### config.mk
export PLATFORM = sky130hd
export DESIGN_NAME = mux_varredura
export DESIGN_NICKNAME = d
export VERILOG_FILES = /design/src/rtl/mux_varredura.sv
export SDC_FILE = /design/constraint.sdc
export NUM_CORES = 1
export LEC_CHECK = 0
export CAP_MARGIN = 10
export CORE_MARGIN = 1.5
export CORE_UTILIZATION = 53
export CTS_BUF_LIST = sky130_fd_sc_hd__clkbuf_8
export DETAILED_ROUTE_END_ITERATION = 6
export PLACE_DENSITY = 0.93
export SKIP_CTS_REPAIR_TIMING = 1
export SYNTH_ARGS = -nofsm -noshare
export SYNTH_HDL_FRONTEND = slang
export SYNTH_SLANG_ARGS = --single-unit
### constraint.sdc
create_clock -name clock -period 5.7 [get_ports clock]
set_clock_uncertainty 0.1 [all_clocks]
set_input_delay 1.14 -clock clock [delete_from_list [all_inputs] [get_ports clock]]
set_output_delay 1.14 -clock clock [all_outputs]
set_load 0.02 [all_outputs]
### src/rtl/mux_varredura.sv
// mux_varredura
// -------------
// N-channel, WIDTH-bit registered multiplexer with two operating modes:
//   - manual: the channel driving OUT follows SEL (one cycle of latency)
//   - scan:   the channel advances round-robin every DWELL clock cycles
// HOLD freezes all state (channel, dwell counter, output) and has priority
// over MODO. Reset has priority over everything and is asynchronous.
//
// Ports:
//   clock  in  1        system clock, rising edge
//   reset  in  1        asynchronous, active-high reset
//   D      in  N*WIDTH  flattened channel data, channel k = D[k*WIDTH +: WIDTH]
//   SEL    in  CW       channel index used in manual mode
//   MODO   in  1        0 = manual, 1 = scan
//   HOLD   in  1        1 = freeze all state
//   OUT    out WIDTH    registered data of the current channel
//                       (all ones while the channel index is invalid)
//   CANAL  out CW       registered index of the channel driving OUT
//   TROCA  out 1        one-cycle pulse in the cycle CANAL takes a new value
module mux_varredura #(
    parameter int WIDTH = 4,
    parameter int N     = 4,
    parameter int DWELL = 1000,
    localparam int CW   = ($clog2(N) > 1) ? $clog2(N) : 1
) (
    input  logic               clock,
    input  logic               reset,
    input  logic [N*WIDTH-1:0] D,
    input  logic [CW-1:0]      SEL,
    input  logic               MODO,
    input  logic               HOLD,
    output logic [WIDTH-1:0]   OUT,
    output logic [CW-1:0]      CANAL,
    output logic               TROCA
);

    localparam int              CNTW     = $clog2(DWELL) + 1;
    localparam logic [CNTW-1:0] CNT_LAST = CNTW'(DWELL - 1);
    localparam logic [CW-1:0]   LAST_CH  = CW'(N - 1);
    localparam int              NSLOT    = 2 ** CW;

    // A channel index is only meaningful below N; with N not a power of two
    // the upper codes of SEL/CANAL are invalid.
    function automatic logic chan_valid(input logic [CW-1:0] ch);
        return (32'(ch) < 32'(N));
    endfunction

    logic [CW-1:0]    canal_r;
    logic [CNTW-1:0]  cnt_r;
    logic [WIDTH-1:0] out_r;
    logic             troca_r;

    logic [CW-1:0]    next_ch_s;
    logic [CNTW-1:0]  next_cnt_s;
    logic [WIDTH-1:0] ch_data_s [NSLOT];

    // Unpack D into one entry per index code. Codes without a channel read as
    // all ones, so selecting an invalid index yields the invalid-select value
    // without a separate mux stage.
    generate
        for (genvar k = 0; k < NSLOT; k++) begin : g_ch
            if (k < N) begin : g_valid
                assign ch_data_s[k] = D[k*WIDTH +: WIDTH];
            end else begin : g_invalid
                assign ch_data_s[k] = {WIDTH{1'b1}};
            end
        end
    endgenerate

    // Next channel / dwell counter selection: HOLD > manual > scan.
    always_comb begin
        next_ch_s  = canal_r;
        next_cnt_s = cnt_r;
        if (HOLD) begin
            next_ch_s  = canal_r;
            next_cnt_s = cnt_r;
        end else if (!MODO) begin
            next_ch_s  = SEL;
            next_cnt_s = {CNTW{1'b0}};
        end else if (cnt_r == CNT_LAST) begin
            next_cnt_s = {CNTW{1'b0}};
            if ((canal_r == LAST_CH) || !chan_valid(canal_r)) begin
                next_ch_s = {CW{1'b0}};
            end else begin
                next_ch_s = canal_r + CW'(1);
            end
        end else begin
            next_cnt_s = cnt_r + CNTW'(1);
            // An invalid channel left over from manual mode is abandoned at
            // once rather than waiting out a full dwell.
            if (chan_valid(canal_r)) begin
                next_ch_s = canal_r;
            end else begin
                next_ch_s = {CW{1'b0}};
            end
        end
    end

    // State and output registers; HOLD keeps everything except the strobe.
    always_ff @(posedge clock or posedge reset) begin
        if (reset) begin
            canal_r <= {CW{1'b0}};
            cnt_r   <= {CNTW{1'b0}};
            out_r   <= {WIDTH{1'b0}};
            troca_r <= 1'b0;
        end else if (HOLD) begin
            troca_r <= 1'b0;
        end else begin
            canal_r <= next_ch_s;
            cnt_r   <= next_cnt_s;
            out_r   <= ch_data_s[next_ch_s];
            troca_r <= (next_ch_s != canal_r);
        end
    end

    assign OUT   = out_r;
    assign CANAL = canal_r;
    assign TROCA = troca_r;

endmodule

Word-level counts from Yosys, hierarchy flattened
Index checks and enable logic that the tools add are counted.

word-level totals
  flip-flop bits (word level) = 18
  bits of input ports = 22
  output and inout port bits = 7

cells by class
  $add $sub $neg = 2
  $lt $le $gt $ge = 1
  equality and inequality tests = 3
  mux-type cells = 10
  bitwise logic cells = 1

operators with widths
  cell                   number
  $mux 11                2
  $add 11x1->11 const B  1
  $eq 11x10->1 const B   1
  $bmux 4 s2             1
  $mux 2                 4
  $mux 4                 2
  $ge 3x3->1 const B     1
  $not 2->3              1
  $add 2x1->2 const B    1
  $eq 2x2->1 const B     1
  $ne 2x2->1             1
  $mux 1                 1

Depth between registers and ports, before layout
  depth in word-level cells = 9
  depth in mapped cells = 6

Worst setup path after synthesis
OpenSTA, ideal clock, no wires.

  path kind = input-to-reg
  start = input HOLD
  end = register out_r[1], in the netlist OUT[1]
  library setup time = 0.104 ns
  data arrival time = 2.443 ns
  slack = 3.054 ns
  stages = 4
  buffers on the path = 0
  cell sequence = nor4_2 mux2i_2 mux2i_1 a221oi_1

on the way
  longest elaborated chain between the ends = 5

RTL lines
  what                                       line  RTL
  start, declared                            31    input logic HOLD,
  $mux 2                                     74    if (HOLD) begin
  $not 2->3 (implied by the code)            111   out_r <= ch_data_s[next_ch_s];
  $bmux 4 s2                                 111
  $mux 4 (implied by the code) (2 in a row)  111
  end signal, assigned                       104   out_r <= {WIDTH{1'b0}};
  end signal, assigned                       111
  end, declared                              50    logic [WIDTH-1:0] out_r;

Several ways; a longest one is shown, not always the timed one. The select of a mux whose other input is x is not followed.
A chain may end at the register's enable or synchronous reset.

Worst setup path in the final report
  start = input HOLD
  end = register out_r[0], in the netlist OUT[0]

The elaborated chain is that of the path after synthesis.

==> summary by stage <==
Drt
The remaining number of nets flagged by the antenna check after routing is 0. The final layout contains routed wiring with a total length of 2.62 mm. The total iterations of the first detailed-routing run is 4. The detail-routed via count per cell is 5.72.

Dividing the detail-routed wire length by the instance count gives 15.9 um. The remaining design rule violation count is 0. The detailed router placed 943 vias in this run. The DRC marker count from the first detailed-route iteration is 28.

Floorplanning
The effective utilization at floorplan is 55.5%. The number of top-level pins is 29. The initialized floorplan defines 16 standard-cell rows.

From left edge to right edge, the die measures 47.9 um. The total die area is 0.00229 sq mm. The floorplan step defined a core boundary enclosing 0.00192 sq mm. In this run the vertical extent of the chip is 47.9 um.

GRT
The initial antenna violation count is 0. The first-pass GRT wire length is 3.87 mm. The aggregate global routing overflow is 0. Entering global routing, the biggest net connects 25 pins. The all-layer global routing usage is 24.7%.

The via count of the first global-routing pass is 882.

Pwr
The leakage power of the design is 0.000571 uW. Net switching is 28.5% of the power. The share of total power dissipated in sequential elements is 43.0%. The combinational power share is 26.5%. The clock power share is 30.5%. Power spread over the standard cell area amounts to 245 mW/mm^2. The worst-case IR drop observed on VDD is 215 uV.

The cell-internal power is 248 uW. The analysis attributes to net switching a power of 99.0 uW.

Cells and area
In the final layout, the share of cells above drive strength 1 is 7.97%. After the last flow step, the layout net total stands at 163. 0 antenna diodes ended up in the layout.

The most common cell after layout, fill and taps aside is sky130_fd_sc_hd__clkdlybuf4s50_1. The finished layout holds 165 standard cells, fillers aside. The top cell types in the final layout, fill and taps aside, are sky130_fd_sc_hd__clkdlybuf4s50_1, sky130_fd_sc_hd__dfrtp_1, sky130_fd_sc_hd__nor2_1.

From synthesis to final layout, the design area changed by 32.7%.

Synthesis
The number of nets in the synthesized netlist is 133. The netlist uses 36 different library cells. The sequential fraction of the synthesis area is 42.3%.

Of all flip-flops after synthesis, the portion carrying an async set or reset was 100%. Summing every instance area after synthesis gives 0.00107 sq mm. After technology mapping, the gate count stands at 109. The synthesized design contains 0 enable-type register cells. For this run, the leading register cell type out of synthesis is sky130_fd_sc_hd__dfrtp_1. The number of synthesized register bits is 18. During synthesis, Yosys emitted a total of 0 warnings. The post-synthesis average cell area is 9.78 sq um.

Place
At the end of routability-driven placement, the weighted congestion stood at 0.800. Port buffering added 28 buffers. The number of placed instances, taps included, is 161. OpenSTA, run right after detailed placement, puts the worst setup slack at 1770 ps. The HPWL after detailed placement is 1.90 mm.

Setup path
The maximum fanout along the worst path is 24. In this run the worst setup path begins at HOLD. The signal on the critical path passes through clkdlybuf4s50_1, nor4_2, mux2i_2, mux2i_1, a221oi_1. The cell class contributing the biggest share of worst-path delay is multiplexers. Data on the critical path is required at its endpoint by 5740 ps. The number of buffers and inverters on the critical path is 1.

The worst register-to-register path ends at OUT[0]. Measured in cells, the most critical reg-to-reg path has a length of 5. On the worst path, the slowest cell contributes a delay of 810 ps.

The count of cell instances traversed by the critical path is 5. The slowest stage of the critical path is the sky130_fd_sc_hd__clkdlybuf4s50_1 cell. The critical path class is in -> reg. The startpoint type of the worst setup path is an input port. Following the worst setup path forward leads to its endpoint at OUT[0]. The setup slack of the most critical reg-to-reg path is 2990 ps.

The beginning of the worst register-to-register path is cnt_r[3]. The critical path arrival is 3710 ps. The worst setup path is captured at a flop.

CTS
The H-tree depth is 1. Clock tree synthesis selected as its root buffer the cell sky130_fd_sc_hd__clkbuf_8. The number of clock sinks is 18. The clock insertion delay at the later pin of the skew report is 250 ps. The maximum buffer depth of the clock tree is 2. Clock-pin slew was measured on the worst setup and hold paths at 70 ps. TritonCTS built the clock tree. Clock tree synthesis inserted a total of 3 buffers.

Timing
The number of slew-limit violations in the final report is 0. In this run the tightest slew margin relative to its limit is 47.7%. The final count of negative-setup-slack endpoints is 0. The post-route minimum period is 3680 ps. Setup repair after global routing left no endpoint under its margin. Timing would allow up to 272 MHz. The total count of hold-check failures in the final report is 0. Setup slack closes at 2020 ps. Setup total negative slack on the finished layout was measured at 0 ps. After layout, the worst path uses 64.5% of the clock period. For the pin with the worst max-slew slack, the measured transition is 782 ps.

Worst hold path
The classification of the worst-slack hold path is reg -> reg.

Status
The run finished with clean final reports.

Job
Across the run, the number of max-cap violations was 0.
## flip-flops by register name (all words and copies together) (netlist names)
register  count
CANAL         2
OUT           4
cnt_r        11
TROCA         1
## logic make-up (layout without fill, tap and decap cells)
logic type | Yosys count | after routing | synth area share, %
AND/OR/NAND/NOR | 45 | 45 | 23.6
AO/OA/AOI/OAI | 23 | 23 | 14.7
flip-flops | 18 | 18 | 42.3
multiplexers | 9 | 9 | 8.80
XOR/XNOR | 7 | 7 | 5.75
buffers and inverters | 5 | 34 | 2.58
adder cells (fa/ha/maj) | 2 | 2 | 2.35
## routing by layer
layer / global-route usage (%) / part of all wire, % / vias to the layer above
met4: 7.03 / 0.57 / 0
met5: 0 / 0 / -
met2: 42.7 / 49 / 36
met1: 29.5 / 42 / 452
met3: 7.55 / 8.2 / 2
li1: - / - / 453
## worst min path at each step
stage,start,end,cells after the start
3_3_place_gp,cnt_r[2],cnt_r[2],1
6_report,cnt_r[2],cnt_r[2],1
4_1_cts,cnt_r[2],cnt_r[2],1
2_1_floorplan,cnt_r[2],cnt_r[2],1
5_1_grt,cnt_r[2],cnt_r[2],1
3_5_place_dp,cnt_r[2],cnt_r[2],1
## per-stage QoR
stage | utilization, % | total power [uW] | area, sq um | hold WS [ps]
after floorplan | - | 200 | 1070 | 367
final | 73.6 | 347 | 1420 | 418
after detailed placement | 70.8 | 243 | 1360 | 401
after CTS | 73.6 | 347 | 1420 | 414
after global routing | 73.6 | 363 | 1420 | 465
after global placement | 70.8 | 238 | 1360 | 393
## power by group through the flow
stage	clock network (uW)	registers, uW	logic [uW]
floorplan	0	160	39.8
global placement	0	150	87.8
detailed placement	0	151	91.3
CTS	106	149	92.0
global route	114	150	99.2
finish	106	149	92.0
## Yosys cell counts, drive strengths merged, types with 2 or more instances
master	number	area, sq um
dfrtp	18	450
nor2	13	51.3
mux2i	9	93.8
nand2	9	33.8
a21oi	6	30.0
nor2b	6	37.5
o21ai	5	25.0
a221oi	4	35.0
xnor2	4	35.0
nand3	3	20.0
nor3	3	15.0
xor2	3	26.3
a21o	2	15.0
buf	2	16.3
ha	2	25.0
inv	2	7.51
o31ai	2	15.0
or3	2	12.5
or4	2	18.8
## layout make-up
cell class,count,area (sq um)
clock buffer,4,55.1
fill,140,507
inverter,2,7.51
multi-input combinational,86,588
sequential,18,450
tap,27,33.8
timing repair buffer,28,280
Note: power is estimated with default switching activity, not from simulation.
